[src/rtl/rseq_pkg.sv]
// ---------------------------------------------------------------------------
// rseq_pkg
// Shared definitions for the reset sequencer: the FSM state encoding and the
// default delay constants used as parameter defaults by reset_sequencer.
//
// Configuration macro: RSEQ_CAM_PWDN_EN
//   defined   -> the PWDN_WAIT state exists in the encoding
//   undefined -> PWDN_WAIT is absent
// ---------------------------------------------------------------------------
package rseq_pkg;

  localparam int unsigned DEF_LOCK_STABLE_CYC = 16;
  localparam int unsigned DEF_CAM_DELAY_CYC   = 8;
  localparam int unsigned DEF_PWDN_DELAY_CYC  = 4;
  localparam int unsigned DEF_CNT_W           = 16;

  typedef enum logic [2:0] {
    WAIT_LOCK = 3'd0,
    CORE_REL  = 3'd1,
`ifdef RSEQ_CAM_PWDN_EN
    PWDN_WAIT = 3'd2,
`endif
    CAM_WAIT  = 3'd3,
    RUN       = 3'd4
  } rseq_state_e;

endpackage : rseq_pkg

[src/rtl/rseq_lock_sync.sv]
// ---------------------------------------------------------------------------
// rseq_lock_sync
// Two-flop synchronizer that brings the asynchronous PLL/DCM lock indication
// into the clk domain. Both flops clear on synchronous reset, so a lock that
// is already high at reset release still takes two edges to appear on q.
//
// Ports:
//   clk   - sampling clock
//   reset - synchronous, active-high reset
//   d     - asynchronous input
//   q     - synchronized output (second flop)
// ---------------------------------------------------------------------------
module rseq_lock_sync (
  input  logic clk,
  input  logic reset,
  input  logic d,
  output logic q
);

  logic meta;

  always_ff @(posedge clk) begin
    if (reset) begin
      meta <= 1'b0;
      q    <= 1'b0;
    end else begin
      meta <= d;
      q    <= meta;
    end
  end

endmodule : rseq_lock_sync

[src/rtl/reset_sequencer.sv]
// ---------------------------------------------------------------------------
// reset_sequencer
// Power-up reset sequencer for a camera design. Waits for LOCK_STABLE_CYC
// consecutive cycles of synchronized PLL lock, releases core reset, (option-
// ally powers the sensor up and waits PWDN_DELAY_CYC,) waits CAM_DELAY_CYC,
// then releases the camera reset and reports seq_done. Losing lock after it
// was qualified drops everything back into reset and sets a sticky flag.
//
// Configuration macro: RSEQ_CAM_PWDN_EN
//   defined   -> cam_pwdn port and PWDN_WAIT state present
//   undefined -> no cam_pwdn port, PWDN_DELAY_CYC ignored
//
// Ports:
//   clk         - single clock, all logic on the rising edge
//   reset       - synchronous, active-high reset
//   pll_lock    - asynchronous PLL/DCM lock, active-high
//   clear_err   - synchronous pulse that clears lock_lost
//   core_reset  - active-high reset for core logic
//   cam_reset_n - active-low camera sensor reset
//   seq_done    - sequence complete, all domains running
//   lock_lost   - sticky lock-loss flag
//   cam_pwdn    - camera power-down, active-high (macro only)
// ---------------------------------------------------------------------------
module reset_sequencer
  import rseq_pkg::*;
#(
  parameter int unsigned LOCK_STABLE_CYC = DEF_LOCK_STABLE_CYC,
  parameter int unsigned CAM_DELAY_CYC   = DEF_CAM_DELAY_CYC,
  parameter int unsigned PWDN_DELAY_CYC  = DEF_PWDN_DELAY_CYC,
  parameter int unsigned CNT_W           = DEF_CNT_W
) (
  input  logic clk,
  input  logic reset,
  input  logic pll_lock,
  input  logic clear_err,
  output logic core_reset,
  output logic cam_reset_n,
  output logic seq_done,
  output logic lock_lost
`ifdef RSEQ_CAM_PWDN_EN
  ,
  output logic cam_pwdn
`endif
);

  localparam logic [CNT_W-1:0] CNT_MAX  = '1;
  localparam logic [CNT_W-1:0] LOCK_TGT = CNT_W'(LOCK_STABLE_CYC);
  localparam logic [CNT_W-1:0] CAM_TGT  = CNT_W'(CAM_DELAY_CYC);
`ifdef RSEQ_CAM_PWDN_EN
  localparam logic [CNT_W-1:0] PWDN_TGT = CNT_W'(PWDN_DELAY_CYC);
`else
  // The power-down delay has no meaning without the power-down state; it is
  // folded into a dead signal so the parameter stays part of the interface.
  logic unused_pwdn_delay;
  assign unused_pwdn_delay = ^(CNT_W'(PWDN_DELAY_CYC));
`endif

  rseq_state_e      state, state_next;
  logic [CNT_W-1:0] cnt, cnt_next, cnt_inc;
  logic             lock_s;
  logic             lock_lost_q;
  logic             loss_event;

  rseq_lock_sync u_lock_sync (
    .clk   (clk),
    .reset (reset),
    .d     (pll_lock),
    .q     (lock_s)
  );

  // Saturating increment: the shared counter never wraps back to zero.
  assign cnt_inc = (cnt == CNT_MAX) ? cnt : cnt + CNT_W'(1);

  // Lock loss only counts once lock has been qualified (any state past
  // WAIT_LOCK); a dropout during qualification just restarts the count.
  assign loss_event = (state != WAIT_LOCK) && !lock_s;

  // State and counter registers plus the sticky lock-loss flag. A new loss
  // wins over a simultaneous clear so an event is never silently dropped.
  always_ff @(posedge clk) begin
    if (reset) begin
      state       <= WAIT_LOCK;
      cnt         <= '0;
      lock_lost_q <= 1'b0;
    end else begin
      state <= state_next;
      cnt   <= cnt_next;
      if (loss_event) begin
        lock_lost_q <= 1'b1;
      end else if (clear_err) begin
        lock_lost_q <= 1'b0;
      end
    end
  end

  // Next-state logic. The counter is reloaded to zero on every state entry;
  // a transition fires on the cycle the incremented count reaches its target.
  always_comb begin
    state_next = state;
    cnt_next   = cnt;
    case (state)
      WAIT_LOCK: begin
        if (!lock_s) begin
          cnt_next = '0;
        end else if (cnt_inc == LOCK_TGT) begin
          state_next = CORE_REL;
          cnt_next   = '0;
        end else begin
          cnt_next = cnt_inc;
        end
      end
      CORE_REL: begin
`ifdef RSEQ_CAM_PWDN_EN
        state_next = PWDN_WAIT;
`else
        state_next = CAM_WAIT;
`endif
        cnt_next = '0;
      end
`ifdef RSEQ_CAM_PWDN_EN
      PWDN_WAIT: begin
        if (cnt_inc == PWDN_TGT) begin
          state_next = CAM_WAIT;
          cnt_next   = '0;
        end else begin
          cnt_next = cnt_inc;
        end
      end
`endif
      CAM_WAIT: begin
        if (cnt_inc == CAM_TGT) begin
          state_next = RUN;
          cnt_next   = '0;
        end else begin
          cnt_next = cnt_inc;
        end
      end
      RUN: begin
        cnt_next = '0;
      end
      default: begin
        state_next = WAIT_LOCK;
        cnt_next   = '0;
      end
    endcase
    if (loss_event) begin
      state_next = WAIT_LOCK;
      cnt_next   = '0;
    end
  end

  // Output decode. On a loss event the outputs fall back to their reset
  // values in the same cycle the synchronized lock drops, one edge before
  // the state register itself returns to WAIT_LOCK.
  always_comb begin
    core_reset  = 1'b1;
    cam_reset_n = 1'b0;
    seq_done    = 1'b0;
`ifdef RSEQ_CAM_PWDN_EN
    cam_pwdn    = 1'b1;
`endif
    if (!loss_event) begin
      case (state)
        CORE_REL: begin
          core_reset = 1'b0;
        end
`ifdef RSEQ_CAM_PWDN_EN
        PWDN_WAIT: begin
          core_reset = 1'b0;
          cam_pwdn   = 1'b0;
        end
`endif
        CAM_WAIT: begin
          core_reset = 1'b0;
`ifdef RSEQ_CAM_PWDN_EN
          cam_pwdn   = 1'b0;
`endif
        end
        RUN: begin
          core_reset  = 1'b0;
          cam_reset_n = 1'b1;
          seq_done    = 1'b1;
`ifdef RSEQ_CAM_PWDN_EN
          cam_pwdn    = 1'b0;
`endif
        end
        default: begin
          core_reset = 1'b1;
        end
      endcase
    end
  end

  assign lock_lost = lock_lost_q | loss_event;

endmodule : reset_sequencer
[config.mk]
export PLATFORM = sky130hd
export DESIGN_NAME = reset_sequencer
export DESIGN_NICKNAME = d
export VERILOG_FILES = /design/src/rtl/rseq_pkg.sv /design/src/rtl/rseq_lock_sync.sv /design/src/rtl/reset_sequencer.sv
export SDC_FILE = /design/constraint.sdc
export NUM_CORES = 1
export LEC_CHECK = 0
export CORE_AREA = 3 3 57 59
export CTS_CLUSTER_DIAMETER = 100
export CTS_CLUSTER_SIZE = 14
export DETAILED_ROUTE_END_ITERATION = 10
export DIE_AREA = 0 0 60 62
export DONT_BUFFER_PORTS = 1
export SLEW_MARGIN = 20
export SYNTH_ARGS = -nofsm -noshare
export SYNTH_HDL_FRONTEND = slang
export SYNTH_SLANG_ARGS = --single-unit
export TNS_END_PERCENT = 50
[constraint.sdc]
create_clock -name clk -period 6.7 [get_ports clk]
set_clock_uncertainty 0.05 [all_clocks]
set_input_delay 0.335 -clock clk [delete_from_list [all_inputs] [get_ports clk]]
set_output_delay 0.335 -clock clk [all_outputs]
set_load 0.02 [all_outputs]
==> out/results.txt, run 1 <==
Final Cycle Share: 43.5%
Port Buffers: 0
Synth area leader: dfxtp_1
Slew headroom: 56.5%
Commonest non-fill, non-tap cells in the layout: dfxtp_1, a21oi_1, nor2_1
Endpoints failing setup: 0
Number of synthesized flops with an enable pin: 0
Fillers: 279
Post-synth cell types: 48
Row count: 19
CTS max path bufs: 2
CTS tree: built
Post-cts sizing count: 0
Post-route cell area: 0.00132 mm^2
DRT Pass-1 Iters: 4
Final Hold Vio Count: 0
Post-synthesis sequential area ratio: 34.0%
CP arrival: 3.08 ns
Tot Pwr: 0.000209 W
Syn nets: 164
CP endpoint kind: flip-flop
Vias post-DR: 1094
Mapped cell area: 0.00129 mm^2
Setup crit start kind: flip-flop
Hold Startpoint: reset
Grt total ovfl: 0
PwrDens: 158 mW/mm^2
Boundary Pins: 8
Placed inst area: 0.00128 mm^2
DRC viols: 0
Layout cell share with drive strength beyond 1: 13.6%
Leakage power: 0.427 nW
Mapped Cells: 159
CP Max Fanout: 11
CTS Buf Count: 3
Global-route wire length before repair: 4640 um
Via-to-Cell Ratio: 5.91
Setup bufs post-CTS: 0
RSZ-0062 raised after global routing: no
N_diodes: 0
H-tree Lvls: 1
RD Place Congestion: 0.762
Worst setup startpoint: cnt[0]
Final WS setup: 3.78 ns
WL per Instance: 13.9 um
Tmin final: 2.92 ns
Slowest cell on crit path: or4_4
Post-synth top flop: dfxtp_1
Clock-pin slew on the worst setup and hold paths: 0.13 ns
Largest net degree at the start of global routing: 17
Worst skew pair latency: 0.30 ns
Commonest non-fill, non-tap cell in the layout: dfxtp_1
Hold crit path type: primary input to flip-flop
Count of final max-slew check failures: 0
Yosys warns: 0
Outcome: finished clean
Starting Density: 47.0%
Final TNS setup: 0 ns
Synthesized area per cell: 8.14 um^2
Reg2Reg Depth: 8
Post-synthesis async set-or-reset flop share: 0%
Critical path required time: 6.87 ns
Slew @ Worst Pin: 0.647 ns
Final HPWL from detailed placement: 1900 um
Post-cts hold buffer count: 0
FF/Latch Area: 440 um^2
Largest cells by area after synthesis: dfxtp_1, a21oi_1, xnor2_1
Die H: 62 um
Hold path depth: 1
Clock sinks: 22
Final antenna-violating net count: 0
Root Buffer: clkbuf_4
Die Wd: 60 um
VDD IR max: 0.0865 mV
Yosys reg bits: 22
Multi-input combinational cell area: 783 um^2
Worst r2r src: cnt[0]
Critical path type: flip-flop to flip-flop
P&R area growth vs syn: 2.03%
Final WL: 2570 um
Number of global-route vias before repair: 1040
# nets final: 160
Core area: 0.00276 mm^2
Fmax: 343 MHz
Initial antenna violation count: 0
Worst-path cell chain: ha_1, nand3_1, nor4_1, buf_4, mux2_2, or4_4, o221a_1, o21a_1
Area of the die: 0.00372 mm^2
GRT Util Overall: 15.9%
Pre-CTS WS: 3.81 ns
CP peak stage delay: 0.55 ns
Max-Cap Viols: 0
Synth top area share: 34.0%
1st-iter DRT viols: 35
Yosys cell counts (2+ instances only):
cell type   n
dfxtp_1    22
o21ai_0     7
clkbuf_1    2
or2_2       3
buf_2       6
nor2_1     13
inv_1       4
o2111ai_1   2
o21a_1      2
mux2_2      3
nand4_2     2
mux2i_1     3
nand2b_1    2
nor4_1      3
o22ai_1     2
nand4_1     3
a21oi_1    14
nor2b_1     4
nand3_1    10
xor2_1      2
nand2_1    11
nor3_1      8
xnor2_1     6
critical path, delay by kind of cell (launching register included):
| family | cells | cell delay, ns |
|---|---|---|
| adder cells (fa/ha/maj) | 1 | 0.26 |
| flip-flops | 1 | 0.46 |
| AO/OA/AOI/OAI | 2 | 0.33 |
| buffers and inverters | 1 | 0.23 |
| multiplexers | 1 | 0.36 |
| AND/OR/NAND/NOR | 3 | 1.13 |
worst paths after layout:
kind	end	slack, ns
max	state[0]	3.78
min	u_lock_sync.meta	0.03
min reg2reg	u_lock_sync.q	0.41
max reg2reg	state[0]	3.78
cell type report:
class                           instances  area share [%]
Timing Repair Buffer                    1           0.568
Tap cell                               31            2.94
Clock buffer                            4            2.75
Inverter                                4            1.14
Multi-Input combinational cell        123            59.3
Sequential cell                        22            33.3
logic make-up after synthesis:
| group | after synthesis | share of synthesized area [%] |
|---|---|---|
| AOI/OAI and AO/OA | 39 | 19.6 |
| xor gates and xnor gates | 8 | 5.41 |
| adders and majority gates | 1 | 0.966 |
| muxes | 6 | 4.93 |
| and+or+nand+nor | 69 | 29.6 |
| buffers and inverters | 14 | 5.51 |
| DFF | 22 | 34.0 |
per-layer routing:
| metal | vias up | part of all wire (%) | track usage [%] |
|---|---|---|---|
| li1 | 568 | - | - |
| met1 | 514 | 53 | 22.5 |
| met2 | 10 | 45 | 25.8 |
| met3 | 2 | 2.1 | 2.07 |
| met4 | 0 | 0.55 | 3.80 |
| met5 | - | 0 | 0 |
registers in the layout, summed over array words and instances (netlist names):
name,count
cnt,16
state,3
lock_lost_q,1
u_lock_sync.meta,1
u_lock_sync.q,1
through the flow:
stage / hold slack, ns / cells / utilization (%)
6_report: 0.0286 / 185 / 47.9
5_1_grt: 0.00123 / 185 / 47.9
4_1_cts: 0.0181 / 185 / 47.9
3_5_place_dp: 0.360 / 181 / 46.6
3_3_place_gp: 0.359 / 181 / 46.6
2_1_floorplan: 0.357 / 159 / -
report_power, final:
group	switching [W]	internal, W	leakage (nW)
clock	0.0000404	0.0000331	0.0210
sequential	0.000000575	0.000132	0.178
combinational	0.00000159	0.00000129	0.228
Note: power is estimated with default switching activity, not from simulation.
==> inputs of run 2 (changes only) <==
clock period = 2.95 ns   (was 6.7 ns; I/O delays follow)
==> out/results.txt, run 2 (synthesized netlist as in run 1, its figures left out) <==
CTS Buf Count: 3 (unchanged)
Final TNS setup: 0 ns (unchanged)
Via-to-Cell Ratio: 5.91 (-0.12%)
Setup crit start kind: flip-flop
Grt total ovfl: 0 (unchanged)
Clock-pin slew on the worst setup and hold paths: 0.13 ns (about the same)
Starting Density: 47.0% (unchanged)
Number of global-route vias before repair: 1053 (+1.3%)
Outcome: finished clean
Critical path type: flip-flop to flip-flop
# nets final: 167 (+4.4%)
Vias post-DR: 1134 (+3.7%)
Die Wd: 60 um (unchanged)
CP Max Fanout: 8 (-3)
Final Cycle Share: 93.5% (+50 points)
Largest net degree at the start of global routing: 16 (-1)
Clock sinks: 22 (unchanged)
Final Util: 50.5% (+2.6 points)
Layout cell share with drive strength beyond 1: 17.4% (+3.8 points)
Core area: 0.00276 mm^2 (unchanged)
Hold crit path type: primary input to flip-flop
Leakage power: 0.460 nW (+7.9%)
Initial antenna violation count: 0 (unchanged)
CP endpoint kind: flip-flop
H-tree Lvls: 1 (unchanged)
RSZ-0062 raised after global routing: no
RD Place Congestion: 0.749 (-1.7%)
PwrDens: 347 mW/mm^2 (+120%)
CTS max path bufs: 2 (unchanged)
Slew @ Worst Pin: 0.543 ns (-0.104 ns)
DRT Pass-1 Iters: 4 (unchanged)
VDD IR max: 0.249 mV (+190%)
Critical path required time: 3.13 ns (-3.74 ns)
Clk pwr share: 35.8% (+0.5 points)
Switching pwr: 0.000104 W (+140%)
Boundary Pins: 8 (unchanged)
Tmin final: 2.76 ns (-0.160 ns)
Int Power: 0.000380 W (+130%)
Port Buffers: 0 (unchanged)
Worst skew pair latency: 0.32 ns (+0.02 ns)
Final WL: 2770 um (+7.7%)
Die H: 62 um (unchanged)
Fmax: 363 MHz (+5.8%)
Top reg by flops: cnt
Global-route wire length before repair: 4650 um (+0.30%)
Commonest non-fill, non-tap cells in the layout: dfxtp_1, a21oi_1, nor2_1
Count of final max-slew check failures: 0 (unchanged)
Number of flip-flops in the largest register: 16 (unchanged)
Area of the die: 0.00372 mm^2 (unchanged)
Final Hold Vio Count: 0 (unchanged)
Commonest non-fill, non-tap cell in the layout: dfxtp_1
Setup bufs post-CTS: 0 (unchanged)
Switching share of power: 21.4% (+0.98 points)
Final antenna-violating net count: 0 (unchanged)
Endpoints failing setup: 0 (unchanged)
1st-iter DRT viols: 19 (-46%)
Row count: 19 (unchanged)
Power share of the combinational group: 2.3% (+0.9 points)
P&R area growth vs syn: 7.63%
CP arrival: 2.93 ns (-0.15 ns)
CTS tree: built
Pre-CTS WS: 0.185 ns (-3.62 ns)
Final HPWL from detailed placement: 1970 um (+3.3%)
WL per Instance: 14.4 um (+3.8%)
Tot Pwr: 0.000484 W (+130%)
N_diodes: 0 (unchanged)
Root Buffer: clkbuf_4
GRT Util Overall: 16.5% (+0.53 points)
Largest regs: cnt: 16 flops, state: 3 flops
Seq pwr share: 61.9% (-1.5 points)
Final WS setup: 0.193 ns (-3.59 ns)
Max-Cap Viols: 0 (unchanged)
DRC viols: 0 (unchanged)
Slew headroom: 63.7% (+7.2 points)
==> run 2: cell count changes in the layout (fill, tap and decap cells not counted) <==
cell and delta:
buf_4 +4, nor3_2 +1, dfxtp_2 +1, nor3_1 -1, nor4_2 +1, nor4_1 -1
dfxtp_1 -1, dlygate4sd3_1 +3
==> run 2: path summary, 6_finish.rpt <==
check,end,slack [ns],start,cells past startpoint
max,state[0],0.19,cnt[1],7
min,state[2],0.08,reset,2
max reg2reg,state[0],0.19,cnt[1],7
min reg2reg,u_lock_sync.q,0.41,u_lock_sync.meta,1
==> run 2: cell type report <==
type,count,area [um^2]
inverter,4,15.0
timing repair buffer,8,67.6
tap,31,38.8
clock buffer,4,36.3
sequential,22,442
fill,263,1360
multi-input combinational,123,795
==> run 2: per-stage QoR <==
stage	area, um^2	hold slack [ns]	instances
6_report	1390	0.0845	192
5_1_grt	1390	0.0811	192
4_1_cts	1380	0.0884	192
3_5_place_dp	1320	0.173	185
3_3_place_gp	1320	0.171	185
2_1_floorplan	1290	0.169	159
==> run 2: repair_timing <==
item	CTS	global route
setup endpoints to repair	0	1
resized for setup	0	3
hold buffers	3	0
hold endpoints to repair	3	0
==> run 2: power groups by stage <==
| stage | clock network [W] | logic, W | registers [W] |
|---|---|---|---|
| 6_report | 0.000173 | 0.0000111 | 0.000300 |
| 5_1_grt | 0.000188 | 0.0000123 | 0.000300 |
| 4_1_cts | 0.000179 | 0.0000109 | 0.000300 |
| 3_5_place_dp | 0 | 0.00000750 | 0.000306 |
| 3_3_place_gp | 0 | 0.00000745 | 0.000306 |
| 2_1_floorplan | 0 | 0.00000553 | 0.000306 |
==> run 2: routing by layer <==
metal  track usage [%]  up-vias  share of wire, %
li1                  -      583                 -
met1              21.9      537                50
met5                 0        -                 0
met4              7.59        0               1.9
met2              26.1        9                46
met3              2.69        5               2.1
==> run 2: worst max-delay path, cell delays in order (launching register included) <==
cell and delay [ns]:
dfxtp_1 0.40, ha_1 0.24, nand3_1 0.28, nor4_2 0.40, mux2_2 0.40, or4_4 0.56, o221a_1 0.24, o21a_1 0.10
==> inputs of run 3 (changes only) <==
clock period = 3.5 ns   (was 2.95 ns; I/O delays follow)
==> out/results.txt, run 3 (synthesized netlist as in run 1, its figures left out) <==
Switching pwr: 0.0000804 W (-22%)
RSZ-0062 raised after global routing: no
Clock sinks: 22 (unchanged)
Grt total ovfl: 0 (unchanged)
DRT Pass-1 Iters: 4 (unchanged)
Int Power: 0.000320 W (-16%)
Fillers: 282 (+7.2%)
P&R area growth vs syn: 4.35%
Hold Startpoint: reset
Root Buffer: clkbuf_4
Tot Pwr: 0.000400 W (-17%)
Post-route cell area: 0.00135 mm^2 (-3.1%)
Final HPWL from detailed placement: 1860 um (-5.6%)
Final Util: 49.0% (-1.5 points)
Worst r2r src: cnt[0]
N_diodes: 0 (unchanged)
Die H: 62 um (unchanged)
CP arrival: 3.08 ns (+0.15 ns)
Largest net degree at the start of global routing: 17 (+1)
Max-Cap Viols: 0 (unchanged)
Largest regs: cnt: 16 flops, state: 3 flops
# nets final: 163 (-2.4%)
Leakage power: 0.441 nW (-4.3%)
Multi-input combinational cell area: 783 um^2 (-1.4%)
DRC viols: 0 (unchanged)
Row count: 19 (unchanged)
Number of global-route vias before repair: 1000 (-5.0%)
Pre-CTS WS: 0.600 ns (+0.415 ns)
Tmin final: 2.91 ns (+0.154 ns)
Vias post-DR: 1079 (-4.9%)
H-tree Lvls: 1 (unchanged)
Post-cts sizing count: 0 (unchanged)
CTS Buf Count: 3 (unchanged)
Seq pwr share: 63.2% (+1.3 points)
Starting Density: 47.0% (unchanged)
Clk pwr share: 34.8% (-1.0 points)
Critical path type: flip-flop to flip-flop
Slew @ Worst Pin: 0.662 ns (+0.119 ns)
Worst setup startpoint: cnt[0]
Die Wd: 60 um (unchanged)
Worst skew pair latency: 0.31 ns (about the same)
Final WS setup: 0.589 ns (+0.396 ns)
Final Cycle Share: 83.2% (-10 points)
Switching share of power: 20.1% (-1.3 points)
Via-to-Cell Ratio: 5.74 (-2.8%)
Commonest non-fill, non-tap cell in the layout: dfxtp_1
Hold crit path type: primary input to flip-flop
Clock-pin slew on the worst setup and hold paths: 0.12 ns (about the same)
Slew headroom: 55.4% (-8.3 points)
Core area: 0.00276 mm^2 (unchanged)
Power share of the combinational group: 2.1% (-0.2 points)
CP endpoint kind: flip-flop
1st-iter DRT viols: 29 (+10)
Boundary Pins: 8 (unchanged)
CTS max path bufs: 2 (unchanged)
Layout cell share with drive strength beyond 1: 13.4% (-4.0 points)
Final TNS setup: 0 ns (unchanged)
GRT Util Overall: 15.5% (-0.96 points)
Top reg by flops: cnt
Placed inst area: 0.00128 mm^2 (-2.3%)
Endpoints failing setup: 0 (unchanged)
RD Place Congestion: 0.822 (+9.7%)
CTS tree: built
Final WL: 2520 um (-9.0%)
PwrDens: 296 mW/mm^2 (-15%)
Final antenna-violating net count: 0 (unchanged)
Setup bufs post-CTS: 0 (unchanged)
Outcome: finished clean
Commonest non-fill, non-tap cells in the layout: dfxtp_1, a21oi_1, nor2_1
Port Buffers: 0 (unchanged)
Post-cts hold buffer count: 3 (unchanged)
Global-route wire length before repair: 4400 um (-5.5%)
CP Max Fanout: 10 (+2)
Setup crit start kind: flip-flop
VDD IR max: 0.239 mV (-4.1%)
Initial antenna violation count: 0 (unchanged)
Count of final max-slew check failures: 0 (unchanged)
FF/Latch Area: 440 um^2 (-0.28%)
Area of the die: 0.00372 mm^2 (unchanged)
Number of flip-flops in the largest register: 16 (unchanged)
WL per Instance: 13.4 um (-7.1%)
Critical path required time: 3.67 ns (+0.54 ns)
Final Hold Vio Count: 0 (unchanged)
Fmax: 344 MHz (-5.3%)
-- run 3: routing by layer --
| layer | global-route usage [%] | wire (um) | part of all wire, % | vias to the layer above |
|---|---|---|---|---|
| met3 | 4.75 | 104 | 4.1 | 6 |
| met1 | 20.2 | 1280 | 51 | 475 |
| li1 | - | - | - | 579 |
| met4 | 5.06 | 42 | 1.7 | 0 |
| met5 | 0 | 0 | 0 | - |
| met2 | 24.5 | 1090 | 43 | 19 |
-- run 3: worst max-delay path: stages (launching register included) --
cell       delay [ns]
dfxtp_1          0.44
ha_1             0.25
nand3_1          0.25
nor4_1           0.50
buf_4            0.26
or4_2            0.14
o2111ai_1        0.13
or4_4            0.47
o221a_1          0.24
o21a_1           0.10
-- run 3: final cells by class --
cell class | instances | area share (%)
repair buffers | 4 | 2.78
flip-flops and latches | 22 | 32.6
well taps | 31 | 2.87
multi-input cells | 123 | 58.0
clock buffers | 4 | 2.69
inverters | 4 | 1.11
-- run 3: worst paths after layout --
path / to / slack (ns) / cells past startpoint
hold / removal: state[2] / 0.13 / 2
hold reg to reg: u_lock_sync.q / 0.43 / 1
setup / recovery: state[0] / 0.59 / 9
setup reg to reg: state[0] / 0.59 / 9
-- run 3: power by group through the flow --
stage / Sequential (W) / Combinational, W / Clock, W
finish: 0.000253 / 0.00000836 / 0.000139
global route: 0.000253 / 0.00000959 / 0.000157
CTS: 0.000253 / 0.00000838 / 0.000146
detailed placement: 0.000258 / 0.00000554 / 0
global placement: 0.000258 / 0.00000551 / 0
floorplan: 0.000258 / 0.00000466 / 0
-- run 3: stage by stage --
| step | hold WS (ns) | cells |
|---|---|---|
| floorplan | 0.197 | 159 |
| global placement | 0.198 | 181 |
| detailed placement | 0.200 | 181 |
| CTS | 0.115 | 188 |
| global route | 0.123 | 188 |
| finish | 0.126 | 188 |
